## src/rtl/sreg_pkg.sv

```systemverilog
// sreg_pkg: shared FSM encoding, direction constants and default width for the deserializer.
package sreg_pkg;
  localparam int DEFAULT_N = 8;
  localparam logic DIR_LSB_FIRST = 1'b0;
  localparam logic DIR_MSB_FIRST = 1'b1;
  typedef enum logic [1:0] {IDLE, SHIFT, PAR} state_t;
endpackage

```

## src/rtl/sreg_deser_if.sv

```systemverilog
// sreg_deser_if: serial input, parallel output handshake and status signals of the deserializer.
interface sreg_deser_if #(parameter int N = 8);
  logic in_bit;
  logic in_valid;
  logic dir;
  logic flush;
  logic [N-1:0] p_out;
  logic out_valid;
  logic out_ready;
  logic overrun;
  logic parity_err;
  modport master (
    output in_bit, in_valid, dir, flush, out_ready,
    input  p_out, out_valid, overrun, parity_err
  );
  modport slave (
    input  in_bit, in_valid, dir, flush, out_ready,
    output p_out, out_valid, overrun, parity_err
  );
endinterface

```

## src/rtl/sreg_bitcnt.sv

```systemverilog
// sreg_bitcnt: received-bit counter with sync clear, increment and terminal count at N-1.
module sreg_bitcnt #(
  parameter int N = 8
) (
  input  logic clk,
  input  logic clr,
  input  logic clear_i,
  input  logic inc_i,
  output logic tc_o
);
  localparam int W = $clog2(N + 1);
  logic [W-1:0] cnt_q, cnt_d;
  always_comb cnt_d = clear_i ? '0 : inc_i ? cnt_q + 1'b1 : cnt_q;
  assign tc_o = cnt_q == W'(N - 1);
  always_ff @(posedge clk or negedge clr) begin
    if (!clr) cnt_q <= '0;
    else      cnt_q <= cnt_d;
  end
endmodule

```

## src/rtl/sreg_deser.sv

```systemverilog
// sreg_deser: serial-to-parallel deserializer with holding register, overrun flag and flush.
// Defining SREG_DESER_PARITY_EN adds a trailing even-parity bit per word (state PAR).
module sreg_deser
  import sreg_pkg::*;
#(
  parameter int N = DEFAULT_N
) (
  input logic clk,
  input logic clr,
  sreg_deser_if.slave bus
);
  state_t state_q, state_d;
  logic dir_q, dir_d, dir_w, acc, tc, done, load;
  logic [N-1:0] sr_q, sr_d, p_out_q, p_out_d, word;
  logic out_valid_q, out_valid_d, overrun_q, overrun_d;
  assign acc = bus.in_valid && !bus.flush;
  assign dir_w = state_q == IDLE ? bus.dir : dir_q;
  sreg_bitcnt #(.N(N)) u_bitcnt (
    .clk(clk),
    .clr(clr),
    .clear_i(bus.flush || done),
    .inc_i(acc),
    .tc_o(tc)
  );
  always_comb begin
    state_d = state_q;
    dir_d = dir_q;
    sr_d = sr_q;
    done = 1'b0;
    word = sr_q;
    if (acc && state_q != PAR)
      sr_d = dir_w == DIR_MSB_FIRST ? {sr_q[N-2:0], bus.in_bit} : {bus.in_bit, sr_q[N-1:1]};
    if (acc && state_q == IDLE) dir_d = bus.dir;
    if (bus.flush) state_d = IDLE;
    else if (acc) begin
`ifdef SREG_DESER_PARITY_EN
      done = state_q == PAR;
      state_d = done ? IDLE : (state_q == SHIFT && tc) ? PAR : SHIFT;
`else
      done = state_q == SHIFT && tc;
      word = sr_d;
      state_d = done ? IDLE : SHIFT;
`endif
    end
  end
  // a completing word is taken only if the holding register is free or being emptied now
  assign load = done && (!out_valid_q || bus.out_ready);
  always_comb begin
    p_out_d = load ? word : p_out_q;
    out_valid_d = load || (out_valid_q && !bus.out_ready);
    overrun_d = overrun_q || (done && !load);
  end
  always_ff @(posedge clk or negedge clr) begin
    if (!clr) begin
      state_q <= IDLE;
      dir_q <= DIR_LSB_FIRST;
      sr_q <= '0;
      p_out_q <= '0;
      out_valid_q <= 1'b0;
      overrun_q <= 1'b0;
    end else begin
      state_q <= state_d;
      dir_q <= dir_d;
      sr_q <= sr_d;
      p_out_q <= p_out_d;
      out_valid_q <= out_valid_d;
      overrun_q <= overrun_d;
    end
  end
`ifdef SREG_DESER_PARITY_EN
  logic perr_q;
  always_ff @(posedge clk or negedge clr) begin
    if (!clr)      perr_q <= 1'b0;
    else if (load) perr_q <= ^{sr_q, bus.in_bit};
  end
  assign bus.parity_err = perr_q;
`else
  assign bus.parity_err = 1'b0;
`endif
  assign bus.p_out = p_out_q;
  assign bus.out_valid = out_valid_q;
  assign bus.overrun = overrun_q;
endmodule

```

## src/flat_wrapper.sv

```systemverilog
// flat-port wrapper written by rule: the top's interface ports become plain ports
module sreg_deser_flat import sreg_pkg::*;
#(
  parameter int N = DEFAULT_N
)
  (clk, clr, bus_in_bit, bus_in_valid, bus_dir, bus_flush, bus_out_ready, bus_p_out, bus_out_valid, bus_overrun, bus_parity_err);
  sreg_deser_if #(.N(N)) bus_i ();
  input logic clk;
  input logic clr;
  input wire logic [$bits(bus_i.in_bit)-1:0] bus_in_bit;
  input wire logic [$bits(bus_i.in_valid)-1:0] bus_in_valid;
  input wire logic [$bits(bus_i.dir)-1:0] bus_dir;
  input wire logic [$bits(bus_i.flush)-1:0] bus_flush;
  input wire logic [$bits(bus_i.out_ready)-1:0] bus_out_ready;
  output wire logic [$bits(bus_i.p_out)-1:0] bus_p_out;
  output wire logic [$bits(bus_i.out_valid)-1:0] bus_out_valid;
  output wire logic [$bits(bus_i.overrun)-1:0] bus_overrun;
  output wire logic [$bits(bus_i.parity_err)-1:0] bus_parity_err;
  assign bus_i.in_bit = bus_in_bit;
  assign bus_i.in_valid = bus_in_valid;
  assign bus_i.dir = bus_dir;
  assign bus_i.flush = bus_flush;
  assign bus_i.out_ready = bus_out_ready;
  assign bus_p_out = bus_i.p_out;
  assign bus_out_valid = bus_i.out_valid;
  assign bus_overrun = bus_i.overrun;
  assign bus_parity_err = bus_i.parity_err;
  sreg_deser #(.N(N)) u_core (.clk(clk), .clr(clr), .bus(bus_i));
endmodule
```

## config.mk

```make
export PLATFORM = sky130hd
export DESIGN_NAME = sreg_deser_flat
export DESIGN_NICKNAME = d
export VERILOG_FILES = /design/src/rtl/sreg_pkg.sv /design/src/rtl/sreg_deser_if.sv /design/src/rtl/sreg_bitcnt.sv /design/src/rtl/sreg_deser.sv /design/src/flat_wrapper.sv
export SDC_FILE = /design/constraint.sdc
export NUM_CORES = 1
export LEC_CHECK = 0
export ABC_CLOCK_PERIOD_IN_PS = 1400
export BUFFER_PORTS_ARGS = -buffer_cell sky130_fd_sc_hd__buf_2
export CORE_AREA = 4 4 65 67
export CTS_CLUSTER_DIAMETER = 50
export DETAILED_ROUTE_END_ITERATION = 10
export DIE_AREA = 0 0 69 71
export SYNTH_ARGS = -nofsm -noshare
export SYNTH_HDL_FRONTEND = slang
export SYNTH_SLANG_ARGS = --single-unit
```

## constraint.sdc

```tcl
create_clock -name clk -period 1.4 [get_ports clk]
set_input_delay 0.14 -clock clk [delete_from_list [all_inputs] [get_ports clk]]
set_output_delay 0.14 -clock clk [all_outputs]
set_load 0.05 [all_outputs]
```

==> results list <==
- The run finished, with violations left.
- Failing checks: setup timing
- Measured in cells, the most critical reg-to-reg path has a length of 4.
* Post-detailed-route wirelength per cell: 13.0 um
- The critical path in this run is classified as reg -> reg.
- Setup repair after global routing could not meet its margin everywhere.
- Leaving out filler cells and counting taps, the final layout contains 168.
* CP Cell Sequence: ha_2 -> and3b_2 -> and4bb_4 -> mux2i_1
- Relative to the synthesized area, the layout overhead comes to 27.1%.
* Crit path capture type: flip-flop
* TritonCTS Buffers: 3
- Reg-to-reg slack, setup: -40 ps
- Clock-pin slew was measured on the worst setup and hold paths at 90 ps.
- At the worst endpoint, the arrival time is 1620 ps.
* Crit path required time: 1580 ps
- Yosys synthesis warning count: 0
* Placeable core area: 3630 sq um
- In the synthesized netlist the dominant register cell turns out to be sky130_fd_sc_hd__dfrtp_1.
- Worst hold-check path type: in -> reg
* Power density of the placed cells: 1150 nW/um^2
* Hold violation total from the final report: 0
* Count of vias placed by the detailed router: 739
- Final critical delay including setup and external delays: 1440 ps
- Based on the critical path, the design can be clocked at up to 0.696 GHz.
- Fraction of final layout cells sized beyond drive strength 1: 35.8%
- Number of placed instances with taps included: 160
- In this run the most critical hold path is launched from bus_flush.
- Counting instances, the worst hold path has a depth of 2.
* Number of levels the H-tree was split into: 1
* Number of register bits inferred by synthesis: 24
- Antenna Nets Post-Route: 0
- Count of nets after finishing: 129
- Clock insertion delay at the later pin of the skew report: 260 ps
* Chip width: 69 um
- The path with the worst hold slack has its endpoint at u_core.u_bitcnt.cnt_q[2]$_DFFE_PN0P_.
- Setup violations remaining at the end of the flow were counted as 10.
- Last weighted congestion value of the routability-driven placer: 0.725
* Smallest setup slack after layout: -35.8 ps
- Maximum vdd ir drop: 447 uV
* Vias in the first global route: 767
- The worst register-to-register path begins at u_core.u_bitcnt.cnt_q[0]$_DFFE_PN0P_.
- The tree is rooted in a sky130_fd_sc_hd__clkbuf_8.
- Initial Utilization: 30.1%
* Violation count after the first detailed-route iteration: 17
* Area of the multi-input gates: 454 sq um
* Number of rows created at floorplan: 22
- Cell type with the largest total area after synthesis: sky130_fd_sc_hd__dfrtp_1
- Fraction of the cycle the final worst path needs: 103%
- Entering global routing, the biggest net connects 25 pins.
- Number of enable-type register cells in the synthesized netlist: 0
- Synthesized netlist cell count: 94
- Die area: 4900 sq um
- In this run the vertical extent of the chip is 71 um.
- After legalization and detailed placement, the total HPWL measured 1490 um.
- Initial antenna violation count: 0
- The clock arrives with 7.13 ps of skew.
* Number of slew-limit violations in the final report: 0
* Net count after synthesis: 102
- Top cells by area in the synthesized netlist: sky130_fd_sc_hd__dfrtp_1 (55%), sky130_fd_sc_hd__mux2i_1 (16%), sky130_fd_sc_hd__nand2_1 (3.4%)
* Share of the synthesized area in the top cell type: 54.9%
* Footprint of the flip-flops and latches: 602 sq um
* Mean instance size in the synthesized netlist: 11.6 sq um
- At the pin with the least slew margin, the transition time is 548 ps.
* Max-cap check violation count: 0
* Fillcell total: 374
- First-pass GRT wire length: 3640 um
- For the final routed database, the setup TNS stands at -135 ps.
- # IOs: 18
- Among all cell types in the netlist, the one instantiated most often is sky130_fd_sc_hd__dfrtp_1.
- Tightest slew margin relative to the limit: 63.4%
- CTS saw 24 sinks.
- Maximum fanout along the worst path: 8
- The cell area that synthesis handed to floorplanning was 1090 sq um.
- STA classifies the critical path startpoint as a flip-flop.
* Leakage: 0.650 nW
* Delay of the slowest critical-path stage: 370 ps
- Remaining global-route overflow: 0
* Total track usage: 9.31%
- Clock tree from TritonCTS: done
* Most used standard cells in the synthesized netlist: sky130_fd_sc_hd__dfrtp_1 (24), sky130_fd_sc_hd__mux2i_1 (17), sky130_fd_sc_hd__nand2_1 (10)
- Asr flop ratio synth: 100%
- Hold is met by 113 ps.
- The first detailed-routing pass ran for 3 iterations.
- IO buf count: 16
- # diodes: 0
* Distinct cell type count of the synthesized netlist: 28
* DRC errors left: 0
- Summing the sequential cell areas from Yosys gives 54.9% of the chip area.
- Library cell contributing the largest single delay on the critical path: sky130_fd_sc_hd__dfrtp_1
* Number of vias per cell: 4.40
* Bufs on Longest Clock Path: 2
- Summed over all layers, the routed wires come to 2190 um.
* Endpoint of the worst-slack reg-to-reg timing path: u_core.bus.p_out[7]$_DFFE_PN0P_
==> area by class of cell <==
type,count,share of cell area [%]
clock buffer,4,3.96
inverter,8,2.16
multi-input combinational,57,32.6
sequential,24,43.3
tap,48,4.32
timing repair buffer,27,13.7
==> through the flow <==
| stage | power [mW] | util (%) | area, sq um | setup WS (ps) |
|---|---|---|---|---|
| after floorplan | 0.981 | - | 1100 | 61.6 |
| after global placement | 1.07 | 35.0 | 1270 | -127 |
| after detailed placement | 1.09 | 35.0 | 1270 | -151 |
| after CTS | 1.58 | 37.1 | 1350 | -16.2 |
| after global routing | 1.70 | 38.3 | 1390 | -96.2 |
| final | 1.60 | 38.3 | 1390 | -35.8 |
==> critical path: cells and delay by family, from the launching register on <==
kind	cells	cell delay, ps
AND/OR/NAND/NOR	2	570
flip-flops	1	370
multiplexers	1	220
adder cells (fa/ha/maj)	1	190
==> logic make-up after synthesis <==
logic type | Yosys count | share of synthesized area (%)
xor+xnor | 2 | 1.60
mux | 19 | 18.6
other cells | 1 | 0.343
fa+ha+maj | 1 | 1.14
simple gates | 22 | 10.5
flops | 24 | 54.9
buf+inv | 13 | 6.51
compound gates | 12 | 6.40
==> sequential cells by signal, indices dropped and copies added (netlist names) <==
| signal | cells |
|---|---|
| u_core.dir_q | 1 |
| u_core.u_bitcnt.cnt_q | 4 |
| u_core.bus.out_valid | 1 |
| u_core.state_q | 1 |
| u_core.sr_q | 8 |
| u_core.bus.p_out | 8 |
| u_core.bus.overrun | 1 |
==> worst max-delay path by stage <==
| stage | cells past startpoint | to | slack, ps | from |
|---|---|---|---|---|
| global route | 4 | u_core.bus.p_out[7]$_DFFE_PN0P_ | -100 | u_core.u_bitcnt.cnt_q[0]$_DFFE_PN0P_ |
| finish | 4 | u_core.bus.p_out[7]$_DFFE_PN0P_ | -40 | u_core.u_bitcnt.cnt_q[0]$_DFFE_PN0P_ |
| CTS | 5 | u_core.bus.p_out[1]$_DFFE_PN0P_ | -20 | u_core.state_q[0]$_DFFE_PN0P_ |
| global placement | 4 | u_core.bus.p_out[5]$_DFFE_PN0P_ | -130 | u_core.u_bitcnt.cnt_q[0]$_DFFE_PN0P_ |
| detailed placement | 4 | u_core.bus.p_out[7]$_DFFE_PN0P_ | -150 | u_core.u_bitcnt.cnt_q[1]$_DFFE_PN0P_ |
| floorplan | 4 | u_core.bus.out_valid$_DFF_PN0_ | 60 | u_core.u_bitcnt.cnt_q[0]$_DFFE_PN0P_ |
==> placed cells by master, fill, tap and decap left out, drive strengths merged <==
cell,instances
and4bb,1
a21oi,1
a211o,1
mux2,1
and3b,1
and4b,1
o21ai,8
xnor2,1
dlygate4sd3,1
nand2b,1
nand2,10
nor2b,1
ha,1
mux2i,18
nor3,2
nor2,3
inv,8
conb,1
a21o,1
nand4,1
a311oi,1
or2,1
clkbuf,4
xor2,1
dfrtp,24
buf,26
==> report_power, final <==
part,total (mW),switching [mW],internal (mW)
logic,0.292,0.142,0.150
clock network,0.463,0.212,0.251
registers,0.841,0.0754,0.766
==> metal layers <==
layer	GRT usage [%]	vias to the layer above	share of wire, %
met3	1.56	2	2.7
li1	-	366	-
met2	15.4	11	50
met5	0	-	0
met4	5.86	0	1.6
met1	11.3	360	46
==> timing repair <==
item                       in CTS  in global routing
hold buffers                    1                  0
setup buffers                   0                  3
pin swaps                       0                  2
hold endpoints to repair       24                  0
gates resized for setup         7                  8
setup endpoints to repair      13                 17
cloned                          0                  0
No activity file was read; power rests on OpenSTA's default activity.
